$ cat src/rtl/hlsm_dispatch.sv
// hlsm_dispatch: feeds one operand tuple at a time into the HLSM datapath,
// holds Start high for exactly one HLSM run, and returns the captured results
// on a valid/ready stream.
// Optional feature: define HLSM_TIMEOUT_EN to abort runs that exceed
// TIMEOUT_CYC cycles. When it is not defined, timeout_err is tied low.
//
// state | meaning
// IDLE  | ready for an operand tuple
// RUN   | Start held high, waiting for a Done rising edge
// HOLD  | results valid, waiting for downstream to take them
module hlsm_dispatch #(
    parameter int DATA_W      = 32,
    parameter int TIMEOUT_CYC = 64
) (
    input  logic              Clk,
    input  logic              Rst,
    input  logic              in_valid,
    output logic              in_ready,
    input  logic [DATA_W-1:0] in_a,
    input  logic [DATA_W-1:0] in_b,
    input  logic [DATA_W-1:0] in_c,
    output logic              Start,
    output logic [DATA_W-1:0] a,
    output logic [DATA_W-1:0] b,
    output logic [DATA_W-1:0] c,
    input  logic              Done,
    input  logic [DATA_W-1:0] z,
    input  logic [DATA_W-1:0] x,
    output logic              out_valid,
    input  logic              out_ready,
    output logic [DATA_W-1:0] out_z,
    output logic [DATA_W-1:0] out_x,
    output logic              busy,
    output logic              timeout_err
);

    typedef enum logic [1:0] {
        IDLE = 2'd0,
        RUN  = 2'd1,
        HOLD = 2'd2
    } state_t;

    state_t state;
    logic   done_q;
    logic   done_fire;
    logic   limit_hit;

    // done_q resets high so a Done left high by the previous run never fires.
    assign done_fire = Done & ~done_q;

    // Start must already be low in the cycle Done rises, otherwise the HLSM
    // would relaunch from its idle state.
    assign Start = (state == RUN) & ~done_fire;

    // Registered copy of Done for rising-edge detection.
    always_ff @(posedge Clk or negedge Rst) begin
        if (!Rst) begin
            done_q <= 1'b1;
        end else begin
            done_q <= Done;
        end
    end

`ifdef HLSM_TIMEOUT_EN
    localparam int CNT_W = $clog2(TIMEOUT_CYC + 1);

    logic [CNT_W-1:0] run_cnt;

    // run_cnt holds (RUN cycles elapsed - 1); the last permitted cycle is the limit.
    assign limit_hit = (run_cnt == CNT_W'(TIMEOUT_CYC - 1));

    // Run-length counter and sticky abort flag.
    always_ff @(posedge Clk or negedge Rst) begin
        if (!Rst) begin
            run_cnt     <= '0;
            timeout_err <= 1'b0;
        end else begin
            if (state == IDLE && in_valid) begin
                run_cnt <= '0;
            end else if (state == RUN) begin
                run_cnt <= run_cnt + 1'b1;
            end
            if (state == RUN && limit_hit && !done_fire) begin
                timeout_err <= 1'b1;
            end
        end
    end
`else
    assign limit_hit   = 1'b0;
    assign timeout_err = 1'b0;
`endif

    // Job sequencing: accept, run, present results.
    always_ff @(posedge Clk or negedge Rst) begin
        if (!Rst) begin
            state     <= IDLE;
            in_ready  <= 1'b1;
            out_valid <= 1'b0;
            busy      <= 1'b0;
            a         <= '0;
            b         <= '0;
            c         <= '0;
            out_z     <= '0;
            out_x     <= '0;
        end else begin
            case (state)
                IDLE: begin
                    if (in_valid) begin
                        a        <= in_a;
                        b        <= in_b;
                        c        <= in_c;
                        state    <= RUN;
                        in_ready <= 1'b0;
                        busy     <= 1'b1;
                    end
                end
                RUN: begin
                    // A completion in the limit cycle takes priority over the abort.
                    if (done_fire) begin
                        out_z     <= z;
                        out_x     <= x;
                        state     <= HOLD;
                        out_valid <= 1'b1;
                    end else if (limit_hit) begin
                        state    <= IDLE;
                        in_ready <= 1'b1;
                        busy     <= 1'b0;
                    end
                end
                HOLD: begin
                    if (out_ready) begin
                        state     <= IDLE;
                        out_valid <= 1'b0;
                        busy      <= 1'b0;
                        in_ready  <= 1'b1;
                    end
                end
                default: begin
                    state     <= IDLE;
                    out_valid <= 1'b0;
                    busy      <= 1'b0;
                    in_ready  <= 1'b1;
                end
            endcase
        end
    end

endmodule
$ cat config.mk
export PLATFORM = sky130hd
export DESIGN_NAME = hlsm_dispatch
export DESIGN_NICKNAME = d
export VERILOG_FILES = /design/src/rtl/hlsm_dispatch.sv
export SDC_FILE = /design/constraint.sdc
export NUM_CORES = 1
export LEC_CHECK = 0
export BUFFER_PORTS_ARGS = -buffer_cell sky130_fd_sc_hd__buf_2
export CAP_MARGIN = 25
export CORE_ASPECT_RATIO = 1.2
export CORE_MARGIN = 2
export CORE_UTILIZATION = 30
export DETAILED_ROUTE_END_ITERATION = 8
export PLACE_DENSITY = 0.59
export SYNTH_ARGS = -nofsm -noshare
export SYNTH_HDL_FRONTEND = slang
export SYNTH_SLANG_ARGS = --single-unit
$ cat constraint.sdc
create_clock -name Clk -period 3.9 [get_ports Clk]
set_input_delay 0.39 -clock Clk [delete_from_list [all_inputs] [get_ports Clk]]
set_output_delay 0.39 -clock Clk [all_outputs]
set_load 0.02 [all_outputs]
==> metrics.cfg <==
[floorplan]
fp.dieW_um=137
core_area_um2=20900
dieHeight_um=164
ios=330
fp-row-count=58
initial_core_util=0.306
die_area_um2=22500

[global_route]
grt_pass1_vias=4322
antenna_found_initial=0
grt_overflow_total=0
grt_usage=0.133
grt_first_pass_wirelength_mm=22.9
grt_max_degree=96

[logic_synthesis]
synth_area_leaders=dfrtp_1, mux2_2, mux2_4
ys_seq_elements=166
synth_edf_count=0
synth.distinct_cells=23
yosysWarnings=0
synth_top_area_cell=dfrtp_1
syn_nets=530
yosysSeqAreaShare=0.650
synthArstFlopShare=1.00
synth_cells=365
synth_top_cell_area_share=0.642
syn_area_per_cell_um2=17.5
ys.flop_type=dfrtp_1
synth.cell_area_um2=6390

[cts]
holdBufCountCts=0
clock_sinks=166
cts_tree=done
cts_resized=0
htreeDepth=4
cts_inserted_buffers=17
insertion_delay_ps=420
cts_buffer_depth=2
post_cts_buffers=0
clk_pin_slew_ps=70
clockRootBuffer=clkbuf_16

[setup_path]
start_kind=flop
worstPathRequired_ps=4190
cp.arrival_ps=2460
cp_slowest_stage_delay_ps=550
worst-setup-path-type=reg -> reg
crit_family=simple AND/OR/NAND/NOR gates
rr_startpoint=state[1]
path_buf_inv=1
startpoint=state[1]
crit_path_top_delay_cell=and2_4
critPathCaptureType=flop
crit_fanout=55
reg2reg_setup_slack_ps=1730
cp_cell_sequence=nor2b_2 > and2_4 > buf_12 > mux2_2

[sta]
slew_headroom=0.404
setup_viol=0
fin_crit_sh=0.558
final.setup.tns_ps=0
clock-skew-final_ps=12.3
rsz0062_at_grt=no
worst_pin_slew_ps=894
hold_viol_final=0
final.min_clock_period_ps=2170
max_freq_mhz=460
slew_viol_final=0

[drt]
totalWireLength_mm=15.5
drc_errors=0
dr.pass1.iters=4
num_vias=4241
wl_per_cell_um=15.8
drtIter0Drc=116
vias_per_cell=4.33
ant_nets=0

[min_path]
hold_path_class=in -> async

[place]
hpwl_mm=11.4
io_buffers=328
routabilityCongestion=0.722
placed_cells=947

[final_layout]
drive_gt1_frac=0.743
area_delta_synth_final_pct=38.9
postLayoutCoreUtil=0.425
nets=861
diodes=0
fin_cells=979

[outcome]
outcome=finished clean

[power]
p_leak_nw=4.34
powerDensity_nw_per_um2=890
ir_drop_v=0.000338

[job]
cap_violations=0

-- state kept, by name (all words and copies together), names as in the netlist --
signal and flops:
in_ready 1, busy 1, c 32, a 32, state 2, done_q 1, out_x 32, b 32
out_valid 1, out_z 32
-- placed cells by master (no fill, tap or decap), drive strengths merged, types with 2 or more instances in the layout --
cell,synthesis,routed
buf,19,331
dfrtp,164,164
mux2,160,160
clkbuf,0,20
inv,3,7
nor2,4,4
clkinvlp,0,4
bufinv,0,3
dfstp,2,2
nor2b,2,2
-- Yosys cell counts (2+ instances only) --
cell type / number
mux2_4: 40
dfrtp_1: 164
dfstp_2: 2
buf_2: 7
inv_1: 2
nor2_1: 4
buf_6: 11
mux2_2: 120
-- metrics by stage --
step           area (µm²)  power (mW)  setup slack, ps  hold slack (ps)
2_1_floorplan        6390        5.05             2390             94.4
3_3_place_gp         8270        6.20             1620              485
3_5_place_dp         8270        6.25             1590              488
4_1_cts              8880        8.03             1710             57.5
5_1_grt              8880        8.34             1590             49.2
6_report             8880        7.90             1730             60.0
-- logic make-up after synthesis --
kind of cell,share of synthesized area
DFF,0.650
other,0.000587
buffers and inverters,0.0278
AOI/OAI and AO/OA,0.00685
muxes,0.305
and+or+nand+nor,0.00881
-- path summary, 6_finish.rpt --
path                       depth (start not counted)         to
max                                                4       a[6]
min                                                1  out_z[15]
max reg2reg                                        4       a[6]
min reg2reg                                        1  out_x[20]
max in group asynchronous                          2      b[11]
min in group Clk                                   1     done_q
-- layout make-up --
cell class | instances | area (µm²)
clock buffers | 20 | 437
clock inverters | 12 | 169
fillers | 2013 | 12000
inverters | 3 | 11.3
multi-input cells | 177 | 2060
flip-flops and latches | 166 | 4160
well taps | 270 | 338
repair buffers | 331 | 1710
-- report_power, final --
group | switching, mW | total (mW) | leakage, nW | internal, mW
logic | 1.81 | 3.22 | 2.12 | 1.41
registers | 0.403 | 2.95 | 1.94 | 2.55
clock network | 0.706 | 1.73 | 0.281 | 1.02
-- routing by layer --
| layer | global-route usage | wire [µm] |
|---|---|---|
| met1 | 0.146 | 5840 |
| met2 | 0.236 | 8040 |
| met3 | 0.0469 | 1370 |
| met4 | 0.0497 | 261 |
| met5 | 0 | 0 |
(Power assumes the default switching activity.)
